File: src/rtl/ahb_bus_arb_if_pkg.sv
// ahb_bus_arb_if_pkg: shared encodings and kseg remap helper for the multi-channel AHB bridge.
package ahb_bus_arb_if_pkg;
  typedef enum logic [1:0] {IDLE, BUSY, DRAIN} bus_st_e;
  typedef enum logic [1:0] {CH_IDLE, CH_WAIT, CH_HOLD} ch_st_e;
  localparam logic RstEnable = 1'b1;
  localparam logic Stop = 1'b1;
  localparam logic NoStop = 1'b0;
  localparam logic [31:0] ZeroWord = 32'h0;
  localparam logic [1:0] KSEG_TAG = 2'b10;
  // kseg0/kseg1 (0x8..0xB) fold onto physical 0x0/0x1
  function automatic logic [3:0] kseg_strip(input logic [3:0] hi);
    return hi[3:2] == KSEG_TAG ? {3'b000, hi[0]} : hi;
  endfunction
endpackage

File: src/rtl/ahb_rr_arbiter.sv
// ahb_rr_arbiter: picks one requester, lowest index (fixed) or first after ptr_i (round-robin).
module ahb_rr_arbiter #(
  parameter int N_CH = 2,
  parameter int ARB_RR = 1,
  parameter int IW = 1
)(
  input  logic [N_CH-1:0] req_i,
  input  logic [IW-1:0]   ptr_i,
  output logic [N_CH-1:0] gnt_o,
  output logic [IW-1:0]   idx_o,
  output logic            any_o
);
  logic [IW-1:0] j;
  // scan from lowest to highest priority so the last hit wins
  always_comb begin
    idx_o = '0;
    j = '0;
    for (int k = N_CH; k >= 1; k--) begin
      j = IW'(ARB_RR != 0 ? (int'(ptr_i) + k) % N_CH : k - 1);
      idx_o = req_i[j] ? j : idx_o;
    end
  end
  assign any_o = |req_i;
  assign gnt_o = any_o ? N_CH'(1) << idx_o : '0;
endmodule

File: src/rtl/ahb_bus_arb_if.sv
// ahb_bus_arb_if: arbitrates N_CH CPU channels onto one addr_ok/data_ok bus port,
// keeping per-channel stall/flush behaviour and draining flushed transactions.
module ahb_bus_arb_if
  import ahb_bus_arb_if_pkg::*;
#(
  parameter int N_CH = 2,
  parameter int DW = 32,
  parameter int AW = 32,
  parameter int ARB_RR = 1,
  parameter int REMAP = 1,
  localparam int BW = DW / 8,
  localparam int IW = N_CH > 1 ? $clog2(N_CH) : 1
)(
  input  logic             clk,
  input  logic             rst,
  input  logic [5:0]       stall_i,
  input  logic             flush_i,
  input  logic [N_CH-1:0]  cpu_ce_i,
  input  logic [N_CH-1:0]  cpu_we_i,
  input  logic [N_CH*AW-1:0] cpu_addr_i,
  input  logic [N_CH*DW-1:0] cpu_data_i,
  input  logic [N_CH*BW-1:0] cpu_sel_i,
  output logic [N_CH*DW-1:0] cpu_data_o,
  output logic [N_CH-1:0]  stallreq_o,
  input  logic             addr_ok,
  input  logic             data_ok,
  input  logic [DW-1:0]    dout,
  output logic             req,
  output logic [AW-1:0]    addr,
  output logic [DW-1:0]    din,
  output logic             wr,
  output logic [BW-1:0]    ben,
  output logic [IW-1:0]    gnt_o
);
  bus_st_e bus_q;
  logic [IW-1:0] own_q, ptr_q, win_idx;
  logic own_we_q, any_elig, issue, done;
  logic [N_CH-1:0] elig, win_oh;
  logic [AW-1:0] win_addr, bus_addr_d;

  ahb_rr_arbiter #(.N_CH(N_CH), .ARB_RR(ARB_RR), .IW(IW)) u_arb (
    .req_i(elig),
    .ptr_i(ptr_q),
    .gnt_o(win_oh),
    .idx_o(win_idx),
    .any_o(any_elig)
  );

  assign issue = bus_q == IDLE && any_elig && addr_ok;
  assign done = bus_q == BUSY && data_ok;
  assign win_addr = cpu_addr_i[int'(win_idx)*AW +: AW];
  assign bus_addr_d = REMAP != 0 ? {kseg_strip(win_addr[AW-1:AW-4]), win_addr[AW-5:0]} : win_addr;

  always_ff @(posedge clk or posedge rst)
    if (rst) begin
      bus_q <= IDLE;
      own_q <= '0;
      own_we_q <= 1'b0;
      ptr_q <= '0;
      req <= 1'b0;
      addr <= '0;
      din <= '0;
      wr <= 1'b0;
      ben <= '0;
      gnt_o <= '0;
    end else begin
      req <= issue;
      addr <= issue ? bus_addr_d : '0;
      din <= issue ? cpu_data_i[int'(win_idx)*DW +: DW] : '0;
      wr <= issue && cpu_we_i[win_idx];
      ben <= issue ? cpu_sel_i[int'(win_idx)*BW +: BW] : '0;
      if (issue) begin
        gnt_o <= win_idx;
        own_q <= win_idx;
        own_we_q <= cpu_we_i[win_idx];
        ptr_q <= ARB_RR != 0 ? win_idx : ptr_q;
      end
      // data_ok beats a same-cycle flush; a later flush forces a drain
      bus_q <= issue ? BUSY :
               bus_q == BUSY ? (data_ok ? IDLE : flush_i ? DRAIN : BUSY) :
               bus_q == DRAIN && data_ok ? IDLE : bus_q;
    end

  for (genvar g = 0; g < N_CH; g++) begin : g_ch
    ch_st_e ch_q;
    logic [DW-1:0] rd_buf_q;
    logic own_done;
    assign own_done = done && own_q == IW'(g);
    assign elig[g] = cpu_ce_i[g] && ch_q == CH_IDLE && !flush_i;
    assign stallreq_o[g] = !rst && cpu_ce_i[g] && !flush_i && ch_q != CH_HOLD && !own_done;
    assign cpu_data_o[g*DW +: DW] = own_done && !own_we_q ? dout :
                                    ch_q == CH_HOLD ? rd_buf_q : '0;
    always_ff @(posedge clk or posedge rst)
      if (rst) begin
        ch_q <= CH_IDLE;
        rd_buf_q <= '0;
      end else if (flush_i) begin
        ch_q <= CH_IDLE;
        rd_buf_q <= '0;
      end else if (issue && win_oh[g]) begin
        ch_q <= CH_WAIT;
      end else if (own_done) begin
        ch_q <= stall_i != '0 ? CH_HOLD : CH_IDLE;
        rd_buf_q <= stall_i != '0 && !own_we_q ? dout : '0;
      end else if (ch_q == CH_HOLD && stall_i == '0) begin
        ch_q <= CH_IDLE;
      end
  end
endmodule

File: config.mk
export PLATFORM = sky130hd
export DESIGN_NAME = ahb_bus_arb_if
export DESIGN_NICKNAME = d
export VERILOG_FILES = /design/src/rtl/ahb_bus_arb_if_pkg.sv /design/src/rtl/ahb_rr_arbiter.sv /design/src/rtl/ahb_bus_arb_if.sv
export SDC_FILE = /design/constraint.sdc
export NUM_CORES = 1
export LEC_CHECK = 0
export CAP_MARGIN = 20
export CORE_MARGIN = 10
export CORE_UTILIZATION = 45
export DETAILED_ROUTE_END_ITERATION = 12
export PLACE_DENSITY_LB_ADDON = 0.05
export RECOVER_POWER = 50
export SYNTH_ARGS = -nofsm -noshare
export SYNTH_HDL_FRONTEND = slang
export SYNTH_SLANG_ARGS = --single-unit
File: constraint.sdc
create_clock -name clk -period 6.9 [get_ports clk]
set_clock_uncertainty 0.05 [all_clocks]
set_input_delay 0.69 -clock clk [delete_from_list [all_inputs] [get_ports clk]]
set_output_delay 0.69 -clock clk [all_outputs]
set_load 0.01 [all_outputs]
==> results of run 1 <==
-- cells in the mapped netlist, drive strengths merged (2+ instances only) --
cell type	count	area share
o211ai	32	0.035
o41ai	32	0.041
a31o	32	0.041
nor2	4	0.0022
nand2b	3	0.0027
nor4bb	2	0.0029
nand3	32	0.023
nor4b	2	0.0057
or2	2	0.0018
a22o	65	0.083
dfrtp	142	0.52
a21oi	5	0.0037
mux2i	32	0.047
nand2	36	0.020
nand4	2	0.0018
nor3b	34	0.037
nor2b	3	0.0027
clkbuf	38	0.021
inv	37	0.020
or4	2	0.0022
buf	33	0.030
a21o	3	0.0033
o21ai	38	0.028
-- layer usage --
metal | part of all wire | vias up | GRT usage
met1 | 0.35 | 3181 | 0.262
met5 | 0.00050 | - | 0
li1 | - | 2919 | -
met3 | 0.084 | 38 | 0.0909
met2 | 0.54 | 266 | 0.447
met4 | 0.026 | 2 | 0.0939
-- power by group through the flow --
stage / Clock, mW / Sequential (mW) / Combinational, mW
after floorplan: 0 / 1.01 / 0.287
after global placement: 0 / 1.00 / 0.571
after detailed placement: 0 / 1.01 / 0.592
after CTS: 0.961 / 0.999 / 0.594
after global routing: 0.990 / 1.01 / 0.628
final: 0.949 / 0.998 / 0.582
-- final cells by class --
type                    count  area [um^2]
fillers                  1066         4030
flip-flops and latches    142         3550
repair buffers            333         3310
multi-input cells         378         2800
clock buffers              21          480
well taps                 184          230
inverters                  38          144
clock inverters            11          138
diodes                      1         2.50
-- worst paths after layout --
check	depth (start not counted)	endpoint
max in group clk	6	cpu_data_o[3]
min in group asynchronous	2	addr[31]
worst min-delay path	2	g_ch[1].rd_buf_q[13]
worst max register to register	4	g_ch[0].rd_buf_q[16]
worst max-delay path	4	din[16]
worst min register to register	2	g_ch[1].rd_buf_q[13]
-- layout by cell type (no fill, tap or decap), types with 2 or more instances in the layout --
master,n
sky130_fd_sc_hd__clkbuf_8,4
sky130_fd_sc_hd__clkbuf_1,2
sky130_fd_sc_hd__clkinvlp_4,3
sky130_fd_sc_hd__nand2b_1,3
sky130_fd_sc_hd__nor4bb_1,2
sky130_fd_sc_hd__o211ai_1,32
sky130_fd_sc_hd__a21o_1,3
sky130_fd_sc_hd__clkdlybuf4s50_1,251
sky130_fd_sc_hd__a21oi_1,5
sky130_fd_sc_hd__dfrtp_1,142
sky130_fd_sc_hd__bufinv_16,3
sky130_fd_sc_hd__a31o_2,32
sky130_fd_sc_hd__nor2b_2,2
sky130_fd_sc_hd__a22o_1,65
sky130_fd_sc_hd__nor3b_1,34
sky130_fd_sc_hd__mux2i_1,32
sky130_fd_sc_hd__dlygate4sd3_1,67
sky130_fd_sc_hd__inv_1,36
sky130_fd_sc_hd__nand2_1,36
sky130_fd_sc_hd__clkinv_2,5
sky130_fd_sc_hd__clkbuf_16,17
sky130_fd_sc_hd__buf_4,9
sky130_fd_sc_hd__nor2_1,3
sky130_fd_sc_hd__o21ai_0,38
sky130_fd_sc_hd__nand3_1,32
sky130_fd_sc_hd__or4_1,2
sky130_fd_sc_hd__nand4_1,2
sky130_fd_sc_hd__o41ai_1,32
sky130_fd_sc_hd__buf_8,2
-- state kept, by name, indices dropped and copies added, names as in the netlist --
register / flops
bus_q: 2
own_we_q: 1
wr: 1
g_ch.ch_q: 4
addr: 32
ptr_q: 1
req: 1
g_ch.rd_buf_q: 64
din: 32
ben: 4
-- critical path, delay by kind of cell --
kind	cells	cell delay (ns)
buffers and inverters	4	4.11
-- metrics by stage --
step	std cells	setup slack, ns	hold WS (ns)
2_1_floorplan	629	2.35	0.414
3_3_place_gp	1071	2.44	0.426
3_5_place_dp	1072	2.32	0.436
4_1_cts	1104	2.32	0.448
5_1_grt	1107	1.40	0.486
6_report	1108	2.17	0.452
-- cell families after synthesis --
group | after synthesis | synth area share
compound gates | 215 | 0.246
flops | 142 | 0.521
simple gates | 131 | 0.115
buf+inv | 109 | 0.0718
mux | 32 | 0.0469
==> out/results.ini, run 1 <==
[status]
run_status=finished with violations
failed_checks=max-capacitance violations, max-slew violations

[sta]
final.period_utilization=0.685
timing.final.max_slew_violations=181
fin_tns_setup_ns=0
achievable_freq_ghz=0.211
hold_viol=0
timing.final.setup_violations=0
setup_repair_after_global_routing_missed_its_margin=no
worst_slew_pin_tran_ns=2.77
worst_slew_margin_relative_to_its_limit=-0.854
final_period_minus_worst_setup_slack_ns=4.73

[floorplanning]
rows=44
starting_utilization_of_the_core_area=0.464
die_area_um2=20500
die_y_um=143
core_um2=14700
fp.dieW_um=143
io_pins=320

[clock_network]
numClockSinks=142
htree_num_levels=4
cts.clk_slew.worst_paths_ns=0.06
clock_tree.root_cell=sky130_fd_sc_hd__clkbuf_16
cts_repair_resize_count=0
numCtsBuffers=17
post_cts.repair.setup_buffers=0
post_cts_hold_fix_bufs=0
clock_tree_from_tritoncts=built
clk-insertion-delay-late_ns=0.41
ctsLongestPathBuffers=2

[power_and_ir_drop]
power_density_nw_per_um2=237
combPwrFrac=0.230
share_clk_of_total_power=0.375
peakVddDrop_mv=0.191
power.leakage_nw=4.67
sequentialPowerShare=0.395
power.switching_fraction=0.277
switching_power_mw=0.702
report.power.total_mw=2.53
internal-power_mw=1.83

[logic_synthesis]
sequential_share_of_the_synthesized_area=0.521
count_of_flip_flops_with_a_built_in_enable_after_synthesis=0
netlist_cell_types=46
yosys_warnings=0
async_reset_ff_frac=1.00
most_frequently_used_flop_master_after_synthesis=sky130_fd_sc_hd__dfrtp_1
synth.cell_area_um2=6830
ys_seq_elements=142
synthesis.nets=812
syn_avg_cell_area_um2=10.9
syn-instance-count=629

[critical_path]
timing.setup.critical_path_class=input pin to async pin
rrSetupSlack_ns=4.54
setup.worst_path.end_class=async pin
worst_path_max_delay_cell=sky130_fd_sc_hd__clkinvlp_2
worst_setup_path_startpoint=rst
crit_path_max_fanout=72
cp.arrival_ns=4.88
worstSetupStartpointType=input pin
critPathMaxStageDelay_ns=1.60
cp_data_required_time_ns=7.05
crit-reg2reg-launch=ptr_q
timing.critical_path.cells=dlygate4sd3_1, clkinvlp_2, clkbuf_1, clkbuf_2

[finish]
nets=1093
drive_above_1_share=0.0953
post-route-cell-area_um2=10700
synthToLayoutAreaGrowth_pct=56.2
fin_util=0.726

[drt]
routed_wl_um=25900
drt-pass1-iter-count=5
antenna_nets_post_route=0
drc=0
initialDrtViolationCount=405
detailroute.via_count=6406
wl_per_cell_um=23.3
vias_per_cell=5.78

[grt]
grt_first_pass_wirelength_um=39500
groute.usage.overall=0.250
pin_count_of_the_biggest_net_entering_global_routing=83
grt.overflow.total=0
first_global_vias=6919
antenna_found_initial=1

[flow_run]
cap_viol_max_count=3

[place]
gp_congestion=0.873
place.detailed.hpwl_um=19700
port_buffers=319
detailed_place.area_um2=10000

[min_path]
min-delay-start=g_ch[1].rd_buf_q[13]
timing.hold.worst.class=flip-flop to flip-flop

No activity file was read; power rests on OpenSTA's default activity.
==> run 2, diff against run 1 <==
- CORE_UTILIZATION: 45 -> 38
- clock period: 6.9 -> 4.1 ns (I/O delays scaled with it)
==> out/results.ini, run 2 (synthesis results as in run 1) <==
[critical_path]
setup.worst_path.end_class=output port
crit_path_max_fanout=13
worstRegToRegCells=4
rrSetupSlack_ns=1.74
worstSetupStartpointType=input pin
timing.setup.critical_path_class=input pin to output port
crit-reg2reg-launch=g_ch[1].ch_q[0]
cp.arrival_ns=2.93
critical_path.reg2reg.endpoint=addr[24]
cp_data_required_time_ns=3.64

[grt]
first_global_vias=6761
pin_count_of_the_biggest_net_entering_global_routing=82
grt_first_pass_wirelength_um=39600
antenna_found_initial=2
grt.overflow.total=0
groute.usage.overall=0.213

[drt]
initialDrtViolationCount=322
antenna_nets_post_route=0
vias_per_cell=5.54
drt-pass1-iter-count=6
wl_per_cell_um=22.6
drc=0
routed_wl_um=26000
detailroute.via_count=6371

[clock_network]
numClockSinks=142
htree_num_levels=4
cts_repair_resize_count=0
cts.clk_slew.worst_paths_ns=0.06
post_cts.repair.setup_buffers=0
numCtsBuffers=17
clock_tree.root_cell=sky130_fd_sc_hd__clkbuf_16
post_cts_hold_fix_bufs=0
ctsLongestPathBuffers=2
clk-insertion-delay-late_ns=0.42
clock_tree_from_tritoncts=built

[floorplanning]
die_area_um2=23700
die_y_um=154
core_um2=17500
rows=48
fp.dieW_um=154
io_pins=320
starting_utilization_of_the_core_area=0.391

[place]
place_inst=1119
place_worst_setup_slack_ns=0.804
port_buffers=319
place.detailed.hpwl_um=19300
gp_congestion=0.797
detailed_place.area_um2=10100

[sta]
layout_setup_ws_ns=0.713
hold_ws_ns=0.378
timing.final.max_slew_violations=98
fin_tns_setup_ns=0
hold_viol=0
setup_repair_after_global_routing_missed_its_margin=no
achievable_freq_ghz=0.295
timing.final.setup_violations=0
final_period_minus_worst_setup_slack_ns=3.39
worst_slew_margin_relative_to_its_limit=-0.372
worst_slew_pin_tran_ns=2.06
final.period_utilization=0.826

[finish]
finish.cell_count_without_fillers=1151
synthToLayoutAreaGrowth_pct=56.5
reg_top3=g_ch.rd_buf_q (64), addr (32), din (32)
nFillCells=1437
nets=1097
largest_register_ffs=64
drive_above_1_share=0.0963
post-route-cell-area_um2=10700
fin_util=0.611
largest-register=g_ch.rd_buf_q
final_common_cell=sky130_fd_sc_hd__clkdlybuf4s50_1
final_cell_mix=249 x sky130_fd_sc_hd__clkdlybuf4s50_1, 142 x sky130_fd_sc_hd__dfrtp_1, 69 x sky130_fd_sc_hd__dlygate4sd3_1

[power_and_ir_drop]
peakVddDrop_mv=0.349
report.power.total_mw=4.08
power_density_nw_per_um2=382
power.leakage_nw=4.66

[min_path]
min_path_cells=3
min-delay-start=flush_i
worst_hold_path.endpoint=bus_q[1]
timing.hold.worst.class=input pin to flip-flop

[flow_run]
cap_viol_max_count=2

[status]
failed_checks=max-capacitance violations, max-slew violations
run_status=finished with violations

run 2: cell count changes in the layout (fill, tap and decap cells not counted), moves of 2 or more:
| cell | change |
|---|---|
| sky130_fd_sc_hd__dlygate4sd3_1 | +2 |
| sky130_fd_sc_hd__clkdlybuf4s50_1 | -2 |
| sky130_fd_sc_hd__bufinv_16 | -2 |
| sky130_fd_sc_hd__buf_8 | -2 |
| sky130_fd_sc_hd__buf_4 | +5 |
run 2: final cells by class:
cell class	count	area (um^2)	share of cell area
sequential	142	3550	0.333
clock inverter	7	65.1	0.00609
tap	225	282	0.0264
timing repair buffer	337	3340	0.313
clock buffer	22	474	0.0444
multi-input combinational	378	2820	0.264
antenna	2	5.00	0.000468
inverter	38	146	0.0137
run 2: power by group:
part	switching, mW	internal, mW
registers	0.118	1.57
clock network	0.557	0.866
logic	0.477	0.488
total	1.15	2.93
run 2: worst max path at each step:
stage	cells after the start	slack (ns)	start	endpoint
6_report	6	0.71	data_ok	cpu_data_o[6]
5_1_grt	6	0.63	data_ok	cpu_data_o[6]
4_1_cts	5	0.75	ptr_q	cpu_data_o[6]
3_5_place_dp	6	0.80	data_ok	cpu_data_o[6]
3_3_place_gp	6	0.88	data_ok	cpu_data_o[28]
2_1_floorplan	1	1.86	rst	addr[0]
run 2: metal layers:
metal / wire [um] / global-route usage
met1: 9740 / 0.235
met2: 13200 / 0.362
met3: 2330 / 0.0784
met4: 643 / 0.0868
met5: 18 / 0
run 2: worst max-delay path, cell delays in order:
cell and delay, ns:
sky130_fd_sc_hd__dlygate4sd3_1 0.63, sky130_fd_sc_hd__and4bb_2 0.27, sky130_fd_sc_hd__nor2b_4 0.42, sky130_fd_sc_hd__buf_4 0.33, sky130_fd_sc_hd__mux2i_1 0.26, sky130_fd_sc_hd__clkdlybuf4s50_1 0.59
==> run 3, diff against run 2 <==
- clock period: 4.1 -> 2.96 ns (I/O delays scaled with it)
==> out/results.ini, run 3 (synthesis results as in run 1) <==
[grt]
grt.overflow.total=0
antenna_found_initial=0
first_global_vias=6896
pin_count_of_the_biggest_net_entering_global_routing=47
grt_first_pass_wirelength_um=39900
groute.usage.overall=0.212

[sta]
achievable_freq_ghz=0.351
layout_setup_ws_ns=0.109
fin_tns_setup_ns=0
worst_slew_margin_relative_to_its_limit=-0.248
worst_slew_pin_tran_ns=1.86
final_period_minus_worst_setup_slack_ns=2.85
timing.final.max_slew_violations=39
final.period_utilization=0.963
hold_viol=0
timing.final.setup_violations=0
setup_repair_after_global_routing_missed_its_margin=no

[status]
run_status=finished with violations
failed_checks=max-capacitance violations, max-slew violations

[clock_network]
clk-insertion-delay-late_ns=0.41
htree_num_levels=4
cts.clk_slew.worst_paths_ns=0.06
numCtsBuffers=17
clock_tree.root_cell=sky130_fd_sc_hd__clkbuf_16
post_cts_hold_fix_bufs=0
clock_tree_from_tritoncts=built
numClockSinks=142
ctsLongestPathBuffers=2

[drt]
vias_per_cell=5.57
detailroute.via_count=6471
wl_per_cell_um=22.5
initialDrtViolationCount=390
routed_wl_um=26100
drt-pass1-iter-count=5
antenna_nets_post_route=0
drc=0

[power_and_ir_drop]
sequentialPowerShare=0.391
switching_power_mw=1.63
share_clk_of_total_power=0.370
power.switching_fraction=0.277
internal-power_mw=4.27
power_density_nw_per_um2=543
report.power.total_mw=5.91
peakVddDrop_mv=0.452
combPwrFrac=0.239
power.leakage_nw=4.79

[flow_run]
cap_viol_max_count=1

[floorplanning]
fp.dieW_um=154
rows=48
core_um2=17500
die_area_um2=23700
starting_utilization_of_the_core_area=0.391
die_y_um=154
io_pins=320

[finish]
post-route-cell-area_um2=10900
largest_register_ffs=64
fin_util=0.622
final_common_cell=sky130_fd_sc_hd__clkdlybuf4s50_1
nets=1106
largest-register=g_ch.rd_buf_q
reg_top3=g_ch.rd_buf_q (64), addr (32), din (32)
drive_above_1_share=0.110
synthToLayoutAreaGrowth_pct=59.3
final_cell_mix=249 x sky130_fd_sc_hd__clkdlybuf4s50_1, 141 x sky130_fd_sc_hd__dfrtp_1, 67 x sky130_fd_sc_hd__dlygate4sd3_1
num_antenna_cells=0
nFillCells=1422

[critical_path]
worstSetupStartpointType=flip-flop
crit_path_max_fanout=14
cp_data_required_time_ns=2.61
timing.setup.critical_path_class=flip-flop to output port
cp.arrival_ns=2.50
setup.worst_path.end_class=output port

[place]
gp_congestion=0.830
port_buffers=319
place_worst_setup_slack_ns=0.187
detailed_place.area_um2=10300
place.detailed.hpwl_um=19900

[min_path]
timing.hold.worst.class=input pin to flip-flop

==> run 3: repair_timing <==
action	in CTS	in global routing
resized for setup	0	3
buffers inserted	0	0
endpoints found under the setup margin	0	17
==> run 3: area by class of cell <==
class	count	area, um^2	share of cell area
tap	225	282	0.0259
clock buffer	22	474	0.0436
multi-input combinational	378	2820	0.259
inverter	38	144	0.0132
sequential	142	3550	0.327
timing repair buffer	346	3470	0.319
clock inverter	10	136	0.0125
==> run 3: path summary, 6_finish.rpt <==
path	startpoint	to	slack [ns]	cells after the start
setup / recovery	ptr_q	cpu_data_o[9]	0.11	5
hold / removal	flush_i	addr[31]	0.38	3
setup reg to reg	bus_q[1]	addr[15]	0.87	4
hold reg to reg	g_ch[1].rd_buf_q[21]	g_ch[1].rd_buf_q[21]	0.45	2
max in group asynchronous	rst	addr[23]	0.46	3
min in group asynchronous	rst	din[25]	0.84	2
==> run 3: through the flow <==
step / cells / hold WS [ns]
2_1_floorplan: 629 / 0.353
3_3_place_gp: 1129 / 0.427
3_5_place_dp: 1129 / 0.436
4_1_cts: 1161 / 0.335
5_1_grt: 1161 / 0.378
6_report: 1161 / 0.381
==> run 3: power by group through the flow <==
stage	registers, mW	clock network (mW)	logic (mW)
floorplan	2.34	0	0.669
global placement	2.33	0	1.41
detailed placement	2.34	0	1.44
CTS	2.31	2.23	1.45
global route	2.34	2.30	1.51
finish	2.31	2.19	1.41
==> run 3: metal layers <==
metal,routed length [um],global-route usage,vias to the layer above
li1,-,-,2953
met1,9510,0.232,3169
met2,13600,0.367,318
met3,2500,0.0840,31
met4,500,0.0697,0
met5,0,0,-
==> run 3: critical path, stage by stage (launching register included) <==
cell	delay, ns
sky130_fd_sc_hd__dfrtp_2	0.47
sky130_fd_sc_hd__and4bb_2	0.40
sky130_fd_sc_hd__nor2b_4	0.23
sky130_fd_sc_hd__buf_12	0.18
sky130_fd_sc_hd__mux2i_1	0.22
sky130_fd_sc_hd__clkdlybuf4s50_1	0.58
